--- src/rtl/alu16_sched_pkg.sv ---
// alu16_sched_pkg
// Shared types and constants for the alu16_sched ALU sequencer:
//   - state_t    : sequencer FSM states
//   - ALU_*      : 3-bit sel codes understood by the external ALU
//   - OP_MUL_BIT : request opcode bit that selects the shift-add multiply
//   - MUL_STEPS  : number of shift-add iterations for a 16-bit multiply
//   - W          : datapath width (fixed at 16 to match the ALU)

package alu16_sched_pkg;

    localparam int W          = 16;
    localparam int OP_MUL_BIT = 3;
    localparam int MUL_STEPS  = 16;

    localparam logic [2:0] ALU_AND = 3'b000;
    localparam logic [2:0] ALU_OR  = 3'b001;
    localparam logic [2:0] ALU_ADD = 3'b010;
    localparam logic [2:0] ALU_SUB = 3'b110;
    localparam logic [2:0] ALU_SLT = 3'b111;

    typedef enum logic [1:0] {
        IDLE = 2'd0,
        EXEC = 2'd1,
        MUL  = 2'd2,
        RESP = 2'd3
    } state_t;

endpackage

--- src/rtl/alu16_sched_if.sv ---
// alu16_sched_if
// Request/response bundle between the two requesters, the response consumer
// and the alu16_sched sequencer.
//   req0_* / req1_* : valid/ready request channels carrying a, b and op
//   rsp_*           : single valid/ready response channel with id, data, err
// Modports:
//   master : requester/consumer side (drives requests, accepts responses)
//   slave  : sequencer side

interface alu16_sched_if;
    import alu16_sched_pkg::*;

    logic         req0_valid;
    logic         req0_ready;
    logic [W-1:0] req0_a;
    logic [W-1:0] req0_b;
    logic [3:0]   req0_op;

    logic         req1_valid;
    logic         req1_ready;
    logic [W-1:0] req1_a;
    logic [W-1:0] req1_b;
    logic [3:0]   req1_op;

    logic         rsp_valid;
    logic         rsp_ready;
    logic         rsp_id;
    logic [W-1:0] rsp_data;
    logic         rsp_err;

    modport master (
        output req0_valid, req0_a, req0_b, req0_op,
        input  req0_ready,
        output req1_valid, req1_a, req1_b, req1_op,
        input  req1_ready,
        input  rsp_valid, rsp_id, rsp_data, rsp_err,
        output rsp_ready
    );

    modport slave (
        input  req0_valid, req0_a, req0_b, req0_op,
        output req0_ready,
        input  req1_valid, req1_a, req1_b, req1_op,
        output req1_ready,
        output rsp_valid, rsp_id, rsp_data, rsp_err,
        input  rsp_ready
    );

endinterface

--- src/rtl/alu16_rr_arb2.sv ---
// alu16_rr_arb2
// Two-request round-robin arbiter with a last-grant pointer.
// Ports:
//   clk, reset : clock and synchronous active-high reset
//   valid0/1   : request present on each port
//   enable     : grants may be issued this cycle (sequencer idle)
//   accept     : the current grant is being taken; updates the pointer
//   grant      : one-hot grant, bit i for port i, zero when nothing granted

module alu16_rr_arb2 (
    input  logic       clk,
    input  logic       reset,
    input  logic       valid0,
    input  logic       valid1,
    input  logic       enable,
    input  logic       accept,
    output logic [1:0] grant
);

    logic last;

    // Under contention the port that was not granted last wins; a lone
    // request always wins. The pointer starts at 1 so req0 wins first.
    always_comb begin
        grant = 2'b00;
        if (enable) begin
            if (valid0 && valid1) begin
                grant = last ? 2'b01 : 2'b10;
            end else if (valid0) begin
                grant = 2'b01;
            end else if (valid1) begin
                grant = 2'b10;
            end
        end
    end

    always_ff @(posedge clk) begin
        if (reset) begin
            last <= 1'b1;
        end else if (accept) begin
            last <= grant[1];
        end
    end

endmodule

--- src/rtl/alu16_sched.sv ---
// alu16_sched
// Sequencer and two-port round-robin arbiter in front of a shared
// combinational 16-bit ALU. One request is accepted at a time, executed on the
// external ALU and returned on the response channel tagged with its port id.
// Ports:
//   clk, reset        : clock and synchronous active-high reset
//   bus (slave)       : req0/req1 request channels and the response channel
//   busy              : sequencer is not idle
//   alu_a/alu_b/alu_sel : operands and sel code driven to the external ALU
//   alu_out           : combinational result from the external ALU
// Configuration:
//   ALU16_SCHED_MUL_EN : when defined, op[3]=1 runs a 16-step shift-add
//                        multiply on the ALU's ADD path; when undefined,
//                        op[3]=1 returns data 0 with rsp_err set.

module alu16_sched
    import alu16_sched_pkg::*;
(
    input  logic          clk,
    input  logic          reset,
    alu16_sched_if.slave  bus,
    output logic          busy,
    output logic [W-1:0]  alu_a,
    output logic [W-1:0]  alu_b,
    output logic [2:0]    alu_sel,
    input  logic [W-1:0]  alu_out
);

    state_t       state;
    state_t       state_next;

    logic [1:0]   grant;
    logic         accept;
    logic [W-1:0] in_a;
    logic [W-1:0] in_b;
    logic [3:0]   in_op;
    logic         take_mul;

    logic [W-1:0] lat_a;
    logic [W-1:0] lat_b;
    logic [3:0]   lat_op;
    logic         lat_id;
    logic [W-1:0] rsp_data_q;
    logic         rsp_err_q;

`ifdef ALU16_SCHED_MUL_EN
    logic [W-1:0] acc;
    logic [W-1:0] mcand;
    logic [W-1:0] mplier;
    logic [3:0]   step;
    logic         last_step;

    assign last_step = (step == 4'(MUL_STEPS - 1));
`endif

    alu16_rr_arb2 u_arb (
        .clk    (clk),
        .reset  (reset),
        .valid0 (bus.req0_valid),
        .valid1 (bus.req1_valid),
        .enable (state == IDLE),
        .accept (accept),
        .grant  (grant)
    );

    // A grant is only issued to a valid request, so any grant is an accept.
    assign accept = |grant;
    assign in_a   = grant[1] ? bus.req1_a  : bus.req0_a;
    assign in_b   = grant[1] ? bus.req1_b  : bus.req0_b;
    assign in_op  = grant[1] ? bus.req1_op : bus.req0_op;

`ifdef ALU16_SCHED_MUL_EN
    assign take_mul = in_op[OP_MUL_BIT];
`else
    assign take_mul = 1'b0;
`endif

    always_ff @(posedge clk) begin
        if (reset) begin
            state <= IDLE;
        end else begin
            state <= state_next;
        end
    end

    // No request is taken in RESP, so the response handshake and the next
    // accept never share a cycle.
    always_comb begin
        state_next = state;
        unique case (state)
            IDLE: begin
                if (accept) begin
                    state_next = take_mul ? MUL : EXEC;
                end
            end
            EXEC: state_next = RESP;
`ifdef ALU16_SCHED_MUL_EN
            MUL: begin
                if (last_step) begin
                    state_next = RESP;
                end
            end
`endif
            RESP: begin
                if (bus.rsp_ready) begin
                    state_next = IDLE;
                end
            end
            default: state_next = IDLE;
        endcase
    end

    // Response fields are gated by RESP so every output reads 0 outside a
    // pending response, including straight after reset.
    always_comb begin
        alu_a          = '0;
        alu_b          = '0;
        alu_sel        = ALU_AND;
        bus.req0_ready = 1'b0;
        bus.req1_ready = 1'b0;
        bus.rsp_valid  = 1'b0;
        bus.rsp_id     = 1'b0;
        bus.rsp_data   = '0;
        bus.rsp_err    = 1'b0;
        busy           = (state != IDLE);
        unique case (state)
            IDLE: begin
                bus.req0_ready = grant[0];
                bus.req1_ready = grant[1];
            end
            EXEC: begin
                alu_a   = lat_a;
                alu_b   = lat_b;
                alu_sel = lat_op[2:0];
            end
`ifdef ALU16_SCHED_MUL_EN
            MUL: begin
                alu_a   = acc;
                alu_b   = mcand;
                alu_sel = ALU_ADD;
            end
`endif
            RESP: begin
                bus.rsp_valid = 1'b1;
                bus.rsp_id    = lat_id;
                bus.rsp_data  = rsp_data_q;
                bus.rsp_err   = rsp_err_q;
            end
            default: ;
        endcase
    end

    // Request latch and result capture. A MUL-flagged op only reaches EXEC
    // when the multiplier is not built, so it is answered as an error there.
    always_ff @(posedge clk) begin
        if (reset) begin
            lat_a      <= '0;
            lat_b      <= '0;
            lat_op     <= '0;
            lat_id     <= 1'b0;
            rsp_data_q <= '0;
            rsp_err_q  <= 1'b0;
        end else begin
            unique case (state)
                IDLE: begin
                    if (accept) begin
                        lat_a  <= in_a;
                        lat_b  <= in_b;
                        lat_op <= in_op;
                        lat_id <= grant[1];
                    end
                end
                EXEC: begin
                    if (lat_op[OP_MUL_BIT]) begin
                        rsp_data_q <= '0;
                        rsp_err_q  <= 1'b1;
                    end else begin
                        rsp_data_q <= alu_out;
                        rsp_err_q  <= 1'b0;
                    end
                end
`ifdef ALU16_SCHED_MUL_EN
                MUL: begin
                    if (last_step) begin
                        rsp_data_q <= mplier[0] ? alu_out : acc;
                        rsp_err_q  <= 1'b0;
                    end
                end
`endif
                default: ;
            endcase
        end
    end

`ifdef ALU16_SCHED_MUL_EN
    // Shift-add multiply: the ALU adds mcand into acc whenever the current
    // multiplier LSB is set; mcand walks left and mplier walks right.
    always_ff @(posedge clk) begin
        if (reset) begin
            acc    <= '0;
            mcand  <= '0;
            mplier <= '0;
            step   <= '0;
        end else if (state == IDLE && accept) begin
            acc    <= '0;
            mcand  <= in_a;
            mplier <= in_b;
            step   <= '0;
        end else if (state == MUL) begin
            if (mplier[0]) begin
                acc <= alu_out;
            end
            mcand  <= mcand << 1;
            mplier <= mplier >> 1;
            step   <= step + 4'd1;
        end
    end
`endif

endmodule

--- src/flat_wrapper.sv ---
// flat-port wrapper written by rule: the top's interface ports become plain ports
module alu16_sched_flat import alu16_sched_pkg::*;
  (clk, reset, busy, alu_a, alu_b, alu_sel, alu_out, bus_req0_valid, bus_req0_a, bus_req0_b, bus_req0_op, bus_req0_ready, bus_req1_valid, bus_req1_a, bus_req1_b, bus_req1_op, bus_req1_ready, bus_rsp_valid, bus_rsp_id, bus_rsp_data, bus_rsp_err, bus_rsp_ready);
  alu16_sched_if bus_i ();
  input  logic clk;
  input  logic reset;
  output logic busy;
  output logic [W-1:0] alu_a;
  output logic [W-1:0] alu_b;
  output logic [2:0] alu_sel;
  input  logic [W-1:0] alu_out;
  input wire logic [$bits(bus_i.req0_valid)-1:0] bus_req0_valid;
  input wire logic [$bits(bus_i.req0_a)-1:0] bus_req0_a;
  input wire logic [$bits(bus_i.req0_b)-1:0] bus_req0_b;
  input wire logic [$bits(bus_i.req0_op)-1:0] bus_req0_op;
  output wire logic [$bits(bus_i.req0_ready)-1:0] bus_req0_ready;
  input wire logic [$bits(bus_i.req1_valid)-1:0] bus_req1_valid;
  input wire logic [$bits(bus_i.req1_a)-1:0] bus_req1_a;
  input wire logic [$bits(bus_i.req1_b)-1:0] bus_req1_b;
  input wire logic [$bits(bus_i.req1_op)-1:0] bus_req1_op;
  output wire logic [$bits(bus_i.req1_ready)-1:0] bus_req1_ready;
  output wire logic [$bits(bus_i.rsp_valid)-1:0] bus_rsp_valid;
  output wire logic [$bits(bus_i.rsp_id)-1:0] bus_rsp_id;
  output wire logic [$bits(bus_i.rsp_data)-1:0] bus_rsp_data;
  output wire logic [$bits(bus_i.rsp_err)-1:0] bus_rsp_err;
  input wire logic [$bits(bus_i.rsp_ready)-1:0] bus_rsp_ready;
  assign bus_i.req0_valid = bus_req0_valid;
  assign bus_i.req0_a = bus_req0_a;
  assign bus_i.req0_b = bus_req0_b;
  assign bus_i.req0_op = bus_req0_op;
  assign bus_req0_ready = bus_i.req0_ready;
  assign bus_i.req1_valid = bus_req1_valid;
  assign bus_i.req1_a = bus_req1_a;
  assign bus_i.req1_b = bus_req1_b;
  assign bus_i.req1_op = bus_req1_op;
  assign bus_req1_ready = bus_i.req1_ready;
  assign bus_rsp_valid = bus_i.rsp_valid;
  assign bus_rsp_id = bus_i.rsp_id;
  assign bus_rsp_data = bus_i.rsp_data;
  assign bus_rsp_err = bus_i.rsp_err;
  assign bus_i.rsp_ready = bus_rsp_ready;
  alu16_sched u_core (.clk(clk), .reset(reset), .bus(bus_i), .busy(busy), .alu_a(alu_a), .alu_b(alu_b), .alu_sel(alu_sel), .alu_out(alu_out));
endmodule
--- config.mk ---
export PLATFORM = sky130hd
export DESIGN_NAME = alu16_sched_flat
export DESIGN_NICKNAME = d
export VERILOG_FILES = /design/src/rtl/alu16_sched_pkg.sv /design/src/rtl/alu16_sched_if.sv /design/src/rtl/alu16_rr_arb2.sv /design/src/rtl/alu16_sched.sv /design/src/flat_wrapper.sv
export SDC_FILE = /design/constraint.sdc
export NUM_CORES = 1
export LEC_CHECK = 0
export ABC_AREA = 1
export CORE_ASPECT_RATIO = 0.75
export CORE_MARGIN = 4
export CORE_UTILIZATION = 42
export DETAILED_ROUTE_END_ITERATION = 10
export PLACE_DENSITY = 0.84
export SYNTH_ARGS = -nofsm -noshare
export SYNTH_HDL_FRONTEND = slang
export SYNTH_SLANG_ARGS = --single-unit
--- constraint.sdc ---
create_clock -name clk -period 1.7 [get_ports clk]
set_clock_uncertainty 0.05 [all_clocks]
set_input_delay 0.34 -clock clk [delete_from_list [all_inputs] [get_ports clk]]
set_output_delay 0.34 -clock clk [all_outputs]
set_load 0.01 [all_outputs]
**Word-level counts from Yosys, hierarchy flattened**

Cells that the tools add are included.

- Muxes and demuxes: 22
- Equality and inequality tests: 4
- Reduce and logical (&&, ||, !) cells: 6

Operators by type and width:

| kind | number |
|---|---|
| two-way mux 16 bit | 6 |
| two-way mux 2 bit | 7 |
| two-way mux 1 bit | 6 |
| case mux 2 bit (3 select lines) | 1 |
| two-way mux 4 bit | 1 |
| AND reduction 2 bit | 2 |
| two-way mux 3 bit | 1 |
| == test 2 x 1 -> 1 bit (second input constant) | 1 |
| == test 2 bit (second input constant) | 1 |
| logical NOT 2 bit | 1 |
| inequality test 2 x 1 -> 1 bit (second input constant) | 1 |
| inequality test 2 bit (second input constant) | 1 |
| nonzero test 2 bit | 1 |
| OR reduction 2 bit | 1 |
| logical AND 1 bit | 1 |

- Input bits: 93
- Output and inout port bits: 57
- Bits in registers: 57

**Logic depth before layout (Yosys ltp)**

- Depth after elaboration: 7
- Depth in mapped cells: 8

**Hierarchy**

From an unflattened synthesis, not the netlist that was laid out.

- Cell total of the unflattened synthesis: 530
- Area, all modules: 3045.4 um^2

Modules (own cells, without submodules):

| module | instances | cells an instance | seq. area each (um^2) | area an instance (um^2) |
|---|---|---|---|---|
| alu16_sched | 1 | 518 | 1121.1 | 2977.9 |
| alu16_rr_arb2 | 1 | 12 | 20.0 | 67.6 |

**Worst setup path before layout**

No wires, ideal clock.

- Path kind: register to output
- From: reg u_core.state[0]
- To: out bus_rsp_data[10]
- Arrival time: 0.991 ns
- Path buffers: 2
- Stages on the path, launching flop included: 5
- Setup slack: 0.319 ns
- Cells stage by stage: dfxtp_1 nand2_1 buf_2 buf_1 nor2_1

- Longest elaborated chain between the ends: 2

Ends and longest elaborated chain:

| item | line | RTL |
|---|---|---|
| start: declaration | alu16_sched.sv:29 | `state_t state;` |
| start signal: assignment | alu16_sched.sv:82 | `state <= state_next;` |
| == test 2 bit | alu16_sched.sv:126 | `unique case (state)` |
| two-way mux 16 bit | alu16_sched.sv:126 |  |
| end: declaration | flat_wrapper.sv:24 | `output wire logic [$bits(bus_i.rsp_data)-1:0] bus_rsp_data;` |

Every way passes these cells.

**Final worst setup path**

- From: reg u_core.state[1]
- To: out alu_a[3]

- Longest elaborated chain between the ends: 2

Ends and longest elaborated chain:

| item | line | RTL |
|---|---|---|
| == test 2 x 1 -> 1 bit | alu16_sched.sv:126 |  |
| two-way mux 16 bit | alu16_sched.sv:126 |  |
| end: declaration | flat_wrapper.sv:8 | `output logic [W-1:0] alu_a;` |

Every way passes these cells.

==> summary.md <==
Of the cells placed in the final design, the portion with a size suffix greater than 1 is 19.9%. Before antenna repair, the detailed router went through 4 iterations. The static leakage power is 2.70 nW, and the simple logic cell fraction of the synthesized area is 41.4%. After synthesis the cells add up to 3230 sq um. After detailed routing, no signal wire sits above met4. The maximum number of pins on one net before global-route repair was 44. The die covers 9160 sq um. The critical path goes through inv_4 -> nand2_8 -> clkbuf_16 -> nor2_1 -> clkbuf_2.

The row count was 27. The area used by multi-input combinational logic came out at 1590 sq um. For this block, wires on met1 add up to 4.39 mm. The final worst-path cycle share works out to 99.6%. In this run the deepest clock path goes through 2 buffers. The post-synthesis area per instance is 5.96 sq um. Registers take 1150 sq um. At the end of the flow, the number of nets in the layout was 797.

The clock input transition at the sequential cells of the worst setup and hold paths was 0.06 ns. The worst setup path is launched from a flip-flop. Static timing analysis puts the maximum clock frequency at 0.591 GHz.

The tools report the total met2 wirelength after detailed routing as 5.09 mm. Once placement finished, the instance area stood at 4810 sq um. The count of endpoints failing setup in the final report is 0, and the total core area is 7400 sq um.

The tools report the relative slew slack as 72.4%. The via density per instance was 4.61; the wire length of the first global-routing pass was 15.0 mm. After the first detailed-routing iteration, the DRC count stood at 174. Once the floorplan was initialized, standard cells occupied 43.6% of the core. TritonCTS built the clock tree. After detailed routing, the average wire length per cell comes to 12.9 microns. The total design power was 6.84 mW.

The flow ran to the end, and the final reports show no timing, DRC or antenna violations. Counting flops and latches in the post-synthesis netlist gives 57. The total global-route track usage was 20.3%.

STA puts the critical path data required time at 1.31 ns. The run gives 0 as the count of pins over their slew limit. The fraction of the mapped netlist area in compound gates is 4.50%, and the quantity of I/O buffers inserted on ports is 149. Summing the areas of all xor and xnor instances in the mapped netlist gives 0% of the synthesized area. Source-to-sink clock delay at the later pin of the worst-skew pair: 0.33 ns. The count of antenna diodes in the layout was 0. Counting cells, the worst reg-to-reg path comes to 10. STA puts the critical path data arrival time at 1.30 ns. The worst-case IR drop observed on VDD is 0.000602 V. The total power density per cell area is 1320 nW/um^2, and the relative area change from synthesis to final layout is 61.3%.

The global placement routability congestion is 0.823, and the global-route congestion overflow total is 0. The logs give 3444 for the number of global-route vias before repair and 0 for the count of yosys warnings during synthesis. STA classifies the critical path endpoint as an output pin. The number of max-cap violations was 0; the height of the die was 83.9 microns. After detailed placement, the design holds a cell count of 776.

The cell count after synthesis was 541; the final critical path time including I/O delays and setup was 1.69 ns. The setup path with the least slack is of type flip-flop to output pin. Yosys mapped the design onto 19 distinct sky130hd cell types. At the pin with the least slew margin, the transition time is 0.413 ns. During I/O placement, the number of pins put on the boundary was 150.

The post-synthesis sequential area ratio was 35.4%; the worst hold path stage count was 2. The number of hold violations in the final report was 0. Wire length on met3: 804 microns. In this run the remaining antenna-violating nets after routing total 0. Across all layers, the routed design uses 3728 vias. The worst register-to-register path has a setup slack of 0.06 ns. The initial antenna violation count is 0. The dominant combinational cell family by area after synthesis is simple AND/OR/NAND/NOR gates. The run gives 6.82 mm as the estimated wirelength of the detail-placed design.

Setup repair after global routing could not meet its margin everywhere. The depth of the CTS H-tree was 3; the post-synthesis adder-cell area fraction was 0%. For the post-synth net total, the log shows 634. The final instance count without filler cells is 809, and the filler cell count is 628. The largest single stage delay on the critical path is 0.37 ns. The clock root buffer master is sky130_fd_sc_hd__clkbuf_8.

Measured along the x axis, the die boundary spans 109 microns. Final non-filler cell area: 5200 sq um. The portion of synthesized area spent on multiplexers is 0%. The highest fanout seen on the critical path was 7. The number of buffers inserted by hold repair at cts is 0.

The clock drives 57 sinks. On the critical path, the stage with the largest delay is an instance of sky130_fd_sc_hd__dfxtp_4. The class of the worst hold path is flip-flop to flip-flop. The tools report the number of remaining DRC errors as 0.

In this run, CTS created clock tree buffers numbering 9. The run gives 10.5 mm as the total routed wirelength.
## cell type report
| cell class | count | share of cell area (%) |
|---|---|---|
| flip-flops and latches | 57 | 22.1 |
| multi-input cells | 354 | 30.6 |
| well taps | 101 | 2.43 |
| clock inverters | 3 | 0.770 |
| repair buffers | 185 | 34.1 |
| inverters | 97 | 7.05 |
| clock buffers | 12 | 2.98 |
## metrics by stage
step	TNS [ns]	setup WS (ns)	util [%]	hold slack, ns
2_1_floorplan	0	0.319	-	0.391
3_3_place_gp	-7.87	-0.274	65.0	0.402
3_5_place_dp	-9.77	-0.340	65.0	0.413
4_1_cts	-1.92	-0.100	67.4	0.423
5_1_grt	-0.808	-0.0808	70.3	0.433
6_report	0	0.00696	70.3	0.420
## cell usage after synthesis
cell / n / area (sq um)
sky130_fd_sc_hd__a211oi_1: 1 / 7.51
sky130_fd_sc_hd__a21oi_1: 1 / 5.00
sky130_fd_sc_hd__a22oi_1: 16 / 120
sky130_fd_sc_hd__buf_1: 1 / 3.75
sky130_fd_sc_hd__buf_2: 9 / 45.0
sky130_fd_sc_hd__buf_4: 4 / 30.0
sky130_fd_sc_hd__buf_6: 12 / 135
sky130_fd_sc_hd__clkbuf_1: 7 / 26.3
sky130_fd_sc_hd__dfxtp_1: 57 / 1140
sky130_fd_sc_hd__inv_1: 97 / 364
sky130_fd_sc_hd__nand2_1: 114 / 428
sky130_fd_sc_hd__nand2_2: 2 / 12.5
sky130_fd_sc_hd__nand3_1: 36 / 180
sky130_fd_sc_hd__nand3_2: 2 / 20.0
sky130_fd_sc_hd__nand3b_1: 1 / 7.51
sky130_fd_sc_hd__nor2_1: 177 / 664
sky130_fd_sc_hd__nor2_4: 2 / 22.5
sky130_fd_sc_hd__o211ai_1: 1 / 7.51
sky130_fd_sc_hd__o21ai_0: 1 / 5.00
## report_power, final
group          leakage [nW]  switching (mW)  internal, mW
clock network         0.102           0.506         0.744
logic                  2.12            1.98          1.73
registers             0.472           0.154          1.73
## metal layers
layer	up-vias	track usage (%)
met3	13	6.96
li1	1909	-
met2	117	35.9
met4	0	5.55
met5	-	0
met1	1689	22.9
## kinds of logic after synthesis
logic type | count (synthesis)
AO/OA/AOI/OAI | 20
buffers and inverters | 130
flip-flops | 57
AND/OR/NAND/NOR | 334
## worst max-delay path, delay by kind of cell (launching register included)
kind | cells | cell delay [ns]
buffers and inverters | 3 | 0.42
DFF | 1 | 0.37
and+or+nand+nor | 2 | 0.19
## timing repair
item / in CTS / in global routing
setup endpoints to repair: 57 / 90
resized for setup: 150 / 127
cloned: 1 / 9
setup buffers: 2 / 6
pin swaps: 2 / 6
## state kept, by name (all words and copies together), names as in the netlist
register	cells
u_core.rsp_err_q	1
u_core.rsp_data_q	16
u_core.lat_b	16
u_core.u_arb.last	1
u_core.lat_op	4
u_core.lat_a	16
u_core.state	2
u_core.lat_id	1
## layout by cell type (no fill, tap or decap)
| cell type | netlist | final |
|---|---|---|
| sky130_fd_sc_hd__nor2_1 | 177 | 154 |
| sky130_fd_sc_hd__nand2_1 | 114 | 113 |
| sky130_fd_sc_hd__inv_1 | 97 | 94 |
| sky130_fd_sc_hd__clkdlybuf4s50_1 | 0 | 91 |
| sky130_fd_sc_hd__dfxtp_1 | 57 | 55 |
| sky130_fd_sc_hd__buf_2 | 9 | 40 |
| sky130_fd_sc_hd__nand3_1 | 36 | 36 |
| sky130_fd_sc_hd__nor2_2 | 0 | 21 |
| sky130_fd_sc_hd__a22oi_1 | 16 | 16 |
| sky130_fd_sc_hd__clkbuf_2 | 0 | 13 |
| sky130_fd_sc_hd__clkbuf_8 | 0 | 11 |
| sky130_fd_sc_hd__buf_6 | 12 | 11 |
| sky130_fd_sc_hd__buf_4 | 4 | 10 |
| sky130_fd_sc_hd__clkbuf_16 | 0 | 6 |
| sky130_fd_sc_hd__buf_12 | 0 | 5 |
| sky130_fd_sc_hd__buf_8 | 0 | 5 |
| sky130_fd_sc_hd__nor2_4 | 2 | 4 |
| sky130_fd_sc_hd__nand2_8 | 0 | 2 |
| sky130_fd_sc_hd__nand3_4 | 0 | 2 |
| sky130_fd_sc_hd__inv_2 | 0 | 2 |
| sky130_fd_sc_hd__clkinv_2 | 0 | 2 |
| sky130_fd_sc_hd__buf_16 | 0 | 2 |
| sky130_fd_sc_hd__dlygate4sd2_1 | 0 | 2 |
| sky130_fd_sc_hd__dfxtp_4 | 0 | 2 |
| sky130_fd_sc_hd__inv_4 | 0 | 1 |
| sky130_fd_sc_hd__nand2_2 | 2 | 1 |
| sky130_fd_sc_hd__nand3b_1 | 1 | 1 |
| sky130_fd_sc_hd__o21ai_0 | 1 | 1 |
| sky130_fd_sc_hd__a211oi_1 | 1 | 1 |
| sky130_fd_sc_hd__o211ai_1 | 1 | 1 |
| sky130_fd_sc_hd__a21oi_1 | 1 | 1 |
| sky130_fd_sc_hd__bufinv_16 | 0 | 1 |
| sky130_fd_sc_hd__clkbuf_1 | 7 | 1 |
## worst paths after layout
check	start	to
min	u_core.lat_id	u_core.lat_id
max reg2reg	u_core.state[0]	u_core.lat_a[5]
min reg2reg	u_core.lat_id	u_core.lat_id
max	u_core.state[1]	alu_a[3]
Note: power is estimated with default switching activity, not from simulation.
